<file path="src/rtl/gmm_pkg.sv">
// Shared widths, clamp constant and operand types for the GMM Mahalanobis datapath.
// No logic; types are reused by the divider wrapper.
// Backpressure: n/a.
package gmm_pkg;
    localparam int PIX_W    = 8;
    localparam int FRAC_W   = 4;
    localparam int NUMER_W  = 17;
    localparam int DENOM_W  = 16;
    localparam int SQ_SHIFT = 6;
    localparam int VAR_MIN  = 16;
    localparam int CNT_W    = 16;

    localparam int MEAN_W = PIX_W + FRAC_W;
    localparam int DIFF_W = MEAN_W + 1;
    localparam int SQ_W   = 2 * MEAN_W;

    typedef struct packed {
        logic [NUMER_W-1:0] numer;
        logic [DENOM_W-1:0] denom;
    } gmm_operand_t;

    typedef struct packed {
        logic [DIFF_W-1:0]  diff;
        logic [DENOM_W-1:0] denom;
    } gmm_s1_t;

    typedef struct packed {
        gmm_operand_t op;
        logic         sat;
    } gmm_s2_t;

    function automatic logic [DENOM_W-1:0] clamp_var(input logic [DENOM_W-1:0] v);
        return (v < DENOM_W'(VAR_MIN)) ? DENOM_W'(VAR_MIN) : v;
    endfunction
endpackage

</file>
<file path="src/rtl/gmm_pipe_reg.sv">
// Generic valid/ready register slice.
// Latency 1 cycle.
// Backpressure: holds data and valid while downstream stalls; accepts when empty or draining.
module gmm_pipe_reg #(
    parameter int DATA_W = 8
) (
    input  logic              clk,
    input  logic              rst,
    input  logic              in_vld_i,
    input  logic [DATA_W-1:0] in_dat_i,
    output logic              in_rdy_o,
    output logic              out_vld_o,
    output logic [DATA_W-1:0] out_dat_o,
    input  logic              out_rdy_i
);
    logic              vld_q, vld_d;
    logic [DATA_W-1:0] dat_q, dat_d;

    assign in_rdy_o  = !vld_q || out_rdy_i;
    assign out_vld_o = vld_q;
    assign out_dat_o = dat_q;

    always_comb begin
        vld_d = vld_q;
        dat_d = dat_q;
        if (in_rdy_o) begin
            vld_d = in_vld_i;
            if (in_vld_i) begin
                dat_d = in_dat_i;
            end
        end
    end

    always_ff @(posedge clk) begin
        if (!rst) begin
            vld_q <= 1'b0;
            dat_q <= '0;
        end else begin
            vld_q <= vld_d;
            dat_q <= dat_d;
        end
    end
endmodule

</file>
<file path="src/rtl/gmm_mahal_operand.sv">
// Forms the saturated squared-distance numerator and clamped variance for the GMM divider.
// Latency 2 cycles, 1 operand per cycle.
// Backpressure: src_ready stalls S2, then S1, then snk_ready; bubbles collapse.
module gmm_mahal_operand
    import gmm_pkg::*;
(
    input  logic               clk,
    input  logic               rst,
    input  logic               snk_valid,
    input  logic [PIX_W-1:0]   snk_pixel,
    input  logic [MEAN_W-1:0]  snk_mean,
    input  logic [DENOM_W-1:0] snk_var,
    output logic               snk_ready,
    output logic               src_valid,
    output logic [NUMER_W-1:0] src_numer,
    output logic [DENOM_W-1:0] src_denom,
    input  logic               src_ready,
    input  logic               clr_cnt,
    output logic [CNT_W-1:0]   sat_cnt
);
    gmm_s1_t           s1_in, s1_q;
    gmm_s2_t           s2_in, s2_q;
    logic              s1_vld, s2_rdy;
    logic [DIFF_W-1:0] px_ext, mean_ext;
    logic [MEAN_W-1:0] mag;
    logic [SQ_W-1:0]   sq, sq_sh;
    logic [CNT_W-1:0]  cnt_q, cnt_d;

    // S1 input: signed difference in one extra bit, variance floor.
    assign px_ext       = {1'b0, snk_pixel, {FRAC_W{1'b0}}};
    assign mean_ext     = {1'b0, snk_mean};
    assign s1_in.diff   = px_ext - mean_ext;
    assign s1_in.denom  = clamp_var(snk_var);

    gmm_pipe_reg #(.DATA_W($bits(gmm_s1_t))) u_s1 (
        .clk       (clk),
        .rst       (rst),
        .in_vld_i  (snk_valid),
        .in_dat_i  (s1_in),
        .in_rdy_o  (snk_ready),
        .out_vld_o (s1_vld),
        .out_dat_o (s1_q),
        .out_rdy_i (s2_rdy)
    );

    // |diff| never exceeds 2^MEAN_W-1, so squaring the magnitude fits SQ_W bits.
    assign mag   = s1_q.diff[DIFF_W-1] ? MEAN_W'(-s1_q.diff) : s1_q.diff[MEAN_W-1:0];
    assign sq    = SQ_W'(mag) * SQ_W'(mag);
    assign sq_sh = sq >> SQ_SHIFT;

    assign s2_in.sat      = |sq_sh[SQ_W-1:NUMER_W];
    assign s2_in.op.numer = s2_in.sat ? {NUMER_W{1'b1}} : sq_sh[NUMER_W-1:0];
    assign s2_in.op.denom = s1_q.denom;

    gmm_pipe_reg #(.DATA_W($bits(gmm_s2_t))) u_s2 (
        .clk       (clk),
        .rst       (rst),
        .in_vld_i  (s1_vld),
        .in_dat_i  (s2_in),
        .in_rdy_o  (s2_rdy),
        .out_vld_o (src_valid),
        .out_dat_o (s2_q),
        .out_rdy_i (src_ready)
    );

    assign src_numer = s2_q.op.numer;
    assign src_denom = s2_q.op.denom;
    assign sat_cnt   = cnt_q;

    // Clear takes priority over a same-cycle saturated transfer.
    always_comb begin
        cnt_d = cnt_q;
        if (clr_cnt) begin
            cnt_d = '0;
        end else if (src_valid && src_ready && s2_q.sat && (cnt_q != {CNT_W{1'b1}})) begin
            cnt_d = cnt_q + CNT_W'(1);
        end
    end

    always_ff @(posedge clk) begin
        if (!rst) begin
            cnt_q <= '0;
        end else begin
            cnt_q <= cnt_d;
        end
    end
endmodule

</file>
<file path="config.mk">
export PLATFORM = sky130hd
export DESIGN_NAME = gmm_mahal_operand
export DESIGN_NICKNAME = d
export VERILOG_FILES = /design/src/rtl/gmm_pkg.sv /design/src/rtl/gmm_pipe_reg.sv /design/src/rtl/gmm_mahal_operand.sv
export SDC_FILE = /design/constraint.sdc
export NUM_CORES = 1
export LEC_CHECK = 0
export ABC_AREA = 0
export BUFFER_PORTS_ARGS = -buffer_cell sky130_fd_sc_hd__buf_2
export CORE_MARGIN = 4
export CORE_UTILIZATION = 55
export CTS_CLUSTER_DIAMETER = 120
export DETAILED_ROUTE_END_ITERATION = 6
export GPL_TIMING_DRIVEN = 0
export HOLD_SLACK_MARGIN = 0.12
export PLACE_DENSITY = 0.76
export REMOVE_ABC_BUFFERS = 1
export SYNTH_ARGS = -nofsm -noshare
export SYNTH_HDL_FRONTEND = slang
export SYNTH_SLANG_ARGS = --single-unit
</file>
<file path="constraint.sdc">
create_clock -name clk -period 16.4 [get_ports clk]
set_input_delay 3.28 -clock clk [delete_from_list [all_inputs] [get_ports clk]]
set_output_delay 3.28 -clock clk [all_outputs]
set_load 0.03 [all_outputs]
</file>
# Yosys cells after proc, flatten, opt, wreduce, memory -nomap -nowiden
# Index checks and enable logic that the tools add are counted.
[word_totals] rom_bits=0 out_inout_bits=51 n_memories=0 wordCells=25 reg_bits=81 latchBits=0 input_bits=41 mem_bits_rw=0
[classes] div_mod_pow=0 n_addsub=3 n_reduce_logical=10 order_cmp=1 mul=1 mux=3 eq_ne=1 bitwise_logic=1 shift=0
[ops] cell="$mul 12x12->24" count=1
[ops] cell="$mux 17" count=1
[ops] cell="$add 16x1->16 const B" count=1
[ops] cell="$lt 16x5->1 const B" count=1
[ops] cell="$mux 16" count=1
[ops] cell="$ne 16x16->1 const B" count=1
[ops] cell="$sub 12x12->13" count=1
[ops] cell="$mux 12" count=1
[ops] cell="$neg 12->12" count=1
[ops] cell="$reduce_and 2->1" count=2
[ops] cell="$logic_and 1x1->1" count=3
[ops] cell="$logic_not 1->1" count=2
[ops] cell="$logic_or 1x1->1" count=2
[ops] cell="$reduce_or 2->1" count=1
[ops] cell="$not 1->1" count=1

# Depth between registers and ports, before layout
[depth] word_depth=4 depth_mapped=28 mapped_depth_nobuf=27

# Modules after synthesis
# From an unflattened synthesis, not the netlist that was laid out.
[hier_totals] cells_unflattened=988 hier_area_um2=8235.4
[by_module_without_submodules] module="gmm_mahal_operand" area_per_inst_um2=5596.6 n_inst=1 cells_per_inst=704 seq_area_each_um2=320.3
[by_module_without_submodules] module="gmm_pipe_reg (u_s2)" area_per_inst_um2=1436.4 n_inst=1 cells_per_inst=153 seq_area_each_um2=700.7
[by_module_without_submodules] module="gmm_pipe_reg (u_s1)" area_per_inst_um2=1202.4 n_inst=1 cells_per_inst=131 seq_area_each_um2=600.6

# Worst setup path after synthesis
# OpenSTA, ideal clock, no wires.
[synth_timing] kind="input port to output port" startpoint="in src_ready" endpoint="out snk_ready" t_arrival_ns=3.740 slack_ns=9.380 path_stages=2 required_time_ns=13.120 n_path_buf=0 cell_sequence="nor2b_1 nand2_1"
[synth_via] elab_chain_cells=2
[synth_lines] element="from (decl)" line_no="gmm_mahal_operand.sv:17" rtl="input logic src_ready,"
[synth_lines] element="$logic_or 1x1->1 (2 in series)" line_no="gmm_pipe_reg.sv:19" rtl="assign in_rdy_o = !vld_q || out_rdy_i;"
[synth_lines] element="to (decl)" line_no="gmm_mahal_operand.sv:13" rtl="output logic snk_ready,"
# Every way passes these cells.

# Final worst setup path
[layout_timing] startpoint="reg u_s1.dat_q[16], in the netlist u_s1.out_dat_o[16]" endpoint="reg u_s2.dat_q[32], in the netlist u_s2.out_dat_o[32]"
[layout_via] elab_chain_cells=4
[layout_lines] element="from (decl)" line_no="gmm_pipe_reg.sv:17" rtl="logic [DATA_W-1:0] dat_q, dat_d;"
[layout_lines] element="from (signal assigned)" line_no="gmm_pipe_reg.sv:40" rtl="dat_q <= dat_d;"
[layout_lines] element="$neg 12->12" line_no="gmm_mahal_operand.sv:47" rtl="assign mag = s1_q.diff[DIFF_W-1] ? MEAN_W'(-s1_q.diff) : s1_q.diff[MEAN_W-1:0];"
[layout_lines] element="$mux 12 (*)" line_no="gmm_mahal_operand.sv:47"
[layout_lines] element="$mul 12x12->24 (*)" line_no="gmm_mahal_operand.sv:48" rtl="assign sq = SQ_W'(mag) * SQ_W'(mag);"
[layout_lines] element="$mux 17 (*)" line_no="gmm_mahal_operand.sv:52" rtl="assign s2_in.op.numer = s2_in.sat ? {NUMER_W{1'b1}} : sq_sh[NUMER_W-1:0];"
[layout_lines] element="to (signal assigned)" line_no="gmm_pipe_reg.sv:40"
[layout_lines] element="to (decl)" line_no="gmm_pipe_reg.sv:17"
# Mark *: on every way between the ends. The rest lies on a longest branch, timed or not.
# A chain may end at the register's enable or synchronous reset.

==> run summary <==
Core ar. - 13800 µm²
CTS sink count - 81
RD Place Congestion - 0.854
Int Pwr - 0.497 mW
Hold_buf cts - 0
Clock power share - 24.5%
Total CTS buffers - 9
Vias per inst - 5.22
Final slew viol count - 0
Final worst slack - 8.78 ns
Most common cell after layout, fill and taps aside - inv_1
Leak - 4.14 nW
Critical path class - reg -> reg
Layout Cells excl Fill - 1134
WL per Instance - 13.7 µm
Root buffer cell - clkbuf_16
Combinational power share - 50.0%
Vias in the first global route - 5911
Mapped Cells - 906
Period utilization - 46.5%
# IOs - 92
Layout cells sized above 1 - 13.3%
Die width - 127 µm
Tightest Pin Transition - 1.02 ns
TritonCTS clock tree - yes
Final setup fails - 0
Fin nets - 1133
Wl on met1 - 7.19 mm
Die area - 16000 µm²
CP max-delay cell - xnor2_1
Remaining antenna violation count - 0
DPL Wire Length - 12.3 mm
Drt total wl - 15.5 mm
Total GRT Usage - 20.4%
Seq pwr share - 25.5%
Number of synthesized flops with an enable pin - 0
Post-synth cell types - 57
H-Tree Depth - 3
Clock Tree Buf Depth - 2
Met2 WL - 7.15 mm
Synth warn - 0
# diodes - 0
Setup Buffers After CTS - 0
Antenna violations before repair - 0
Cell Pwr Density - 102 nW/µm²
Fmax - 131 MHz
Sequential-to-total area share from yosys stat - 21.0%
Slew headroom - 31.8%
DR vias - 5924
Clock latency at the later pin of the worst-skew pair - 0.34 ns
Most frequent cells in the layout - inv_1, nand2_1, buf_2, dfxtp_1, fa_1
Top Family by Delay on Critical Path - adder cells
Worst EP required - 16.63 ns
Crit path arrival time - 7.86 ns
Maximum VDD drop - 0.0000672 V
Max layer used - met4
Tightest Hold Check Type - reg -> reg
PortBufs - 91
Largest net degree at the start of global routing - 58
Post-route setup TNS - 0 ns
# resized after CTS - 0
Sw Pwr - 0.361 mW
CP Capture Type - flop
DR iter-0 viols - 301
Row Count - 43
Clk_skew - 0.00975 ns
Worst setup SP type - flop
CP bufs+invs - 5
Post-synth top flop - dfxtp_1
Placed Cells incl. Taps - 1118
Initial Util - 55.9%
Sw frac - 42.1%
Final Hold Viols - 0
Metal3 WL - 690 µm
Global route total overflow - 0
Fill cells - 1231
Mean Syn Cell Area - 8.53 µm²
Status - finished clean
P&R area growth vs syn - 8.52%
DR pass1 iterations - 4
First-pass GRT wire length - 26.9 mm
Asr flop ratio synth - 0%
Post-Syn Area - 7730 µm²
DRC - 0
Dpl ws - 8.80 ns
Final hold slack - 0.451 ns
Die extent in y - 127 µm
RSZ-0062 raised after global routing - no
Max-Cap Viols - 0
Crit-path max cell delay - 0.76 ns
Worst-path clk slew - 0.07 ns
Design Power - 0.858 mW
FF+latch count, synth - 81
Min cycle time layout - 7.62 ns
Crit Path Max Fanout - 10
[path summary, 6_finish.rpt]
| check | endpoint | from | depth (start not counted) | slack [ns] |
|---|---|---|---|---|
| min | u_s2.out_dat_o[4] | u_s2.out_dat_o[4] | 2 | 0.45 |
| max | u_s2.out_dat_o[32] | u_s1.out_dat_o[16] | 25 | 8.78 |
| max reg2reg | u_s2.out_dat_o[32] | u_s1.out_dat_o[16] | 25 | 8.78 |
| min reg2reg | u_s2.out_dat_o[4] | u_s2.out_dat_o[4] | 2 | 0.45 |
[worst min-delay path: cells and delay by family (launching register included)]
family	cells	cell delay, ns
simple gates	1	0.05
flops	1	0.31
compound gates	1	0.05
[flip-flops by register name, indices dropped and copies added, names as in the netlist]
name / count
u_s1.out_dat_o: 29
sat_cnt: 16
u_s1.out_vld_o: 1
u_s2.out_vld_o: 1
u_s2.out_dat_o: 34
[cells in the mapped netlist, drive strengths merged, types with 3 or more instances]
| library cell | number | area share [%] |
|---|---|---|
| a21boi | 24 | 2.3 |
| a21o | 8 | 0.78 |
| a21oi | 32 | 2.2 |
| a22oi | 5 | 0.49 |
| a31oi | 10 | 0.81 |
| a41oi | 4 | 0.94 |
| and2 | 6 | 0.49 |
| buf | 40 | 3.7 |
| clkbuf | 20 | 0.97 |
| dfxtp | 81 | 21 |
| fa | 80 | 21 |
| ha | 63 | 10 |
| inv | 167 | 8.1 |
| nand2 | 116 | 5.7 |
| nand2b | 5 | 0.40 |
| nand3 | 9 | 0.58 |
| nand3b | 3 | 0.29 |
| nand4 | 5 | 0.40 |
| nor2 | 74 | 3.6 |
| nor2b | 9 | 0.73 |
| nor3 | 7 | 0.45 |
| nor4 | 9 | 0.92 |
| o21a | 5 | 0.49 |
| o21ai | 26 | 1.7 |
| o21bai | 3 | 0.29 |
| o221a | 9 | 1.3 |
| o31ai | 8 | 1.3 |
| or3 | 4 | 0.32 |
| xnor2 | 30 | 3.4 |
| xor2 | 24 | 3.0 |
[final cells by class]
type / instances / area [µm²] / share of cell area [%]
clock buffers: 10 / 239 / 2.85
repair buffers: 92 / 475 / 5.67
multi-input cells: 598 / 5120 / 61.1
flip-flops and latches: 81 / 1620 / 19.3
clock inverters: 6 / 72.6 / 0.865
inverters: 167 / 627 / 7.48
well taps: 180 / 225 / 2.69
[per-stage QoR]
stage,cell area (µm²),util [%]
finish,8390,60.6
global route,8390,60.6
CTS,8390,60.6
detailed placement,8070,58.4
global placement,8050,58.2
floorplan,7370,-
[power by group through the flow]
stage	Sequential (mW)	Combinational, mW	Clock (mW)
2_1_floorplan	0.234	0.319	0
3_3_place_gp	0.223	0.424	0
3_5_place_dp	0.223	0.430	0
4_1_cts	0.219	0.435	0.215
5_1_grt	0.220	0.498	0.223
6_report	0.219	0.429	0.210
[kinds of logic (layout without fill, tap and decap cells)]
family / count (synthesis) / in the layout / synth area share (%)
AND/OR/NAND/NOR: 253 / 253 / 14.6
buffers and inverters: 227 / 275 / 12.8
AO/OA/AOI/OAI: 145 / 145 / 13.9
adder cells (fa/ha/maj): 143 / 143 / 30.9
flip-flops: 81 / 81 / 21.0
XOR/XNOR: 54 / 54 / 6.36
multiplexers: 3 / 3 / 0.405
[per-layer routing]
metal	global-route usage [%]	vias to the layer above
li1	-	2949
met5	0	-
met1	28.0	2818
met3	3.45	26
met4	8.20	0
met2	32.3	131
Power figures use the tool's default switching activity.
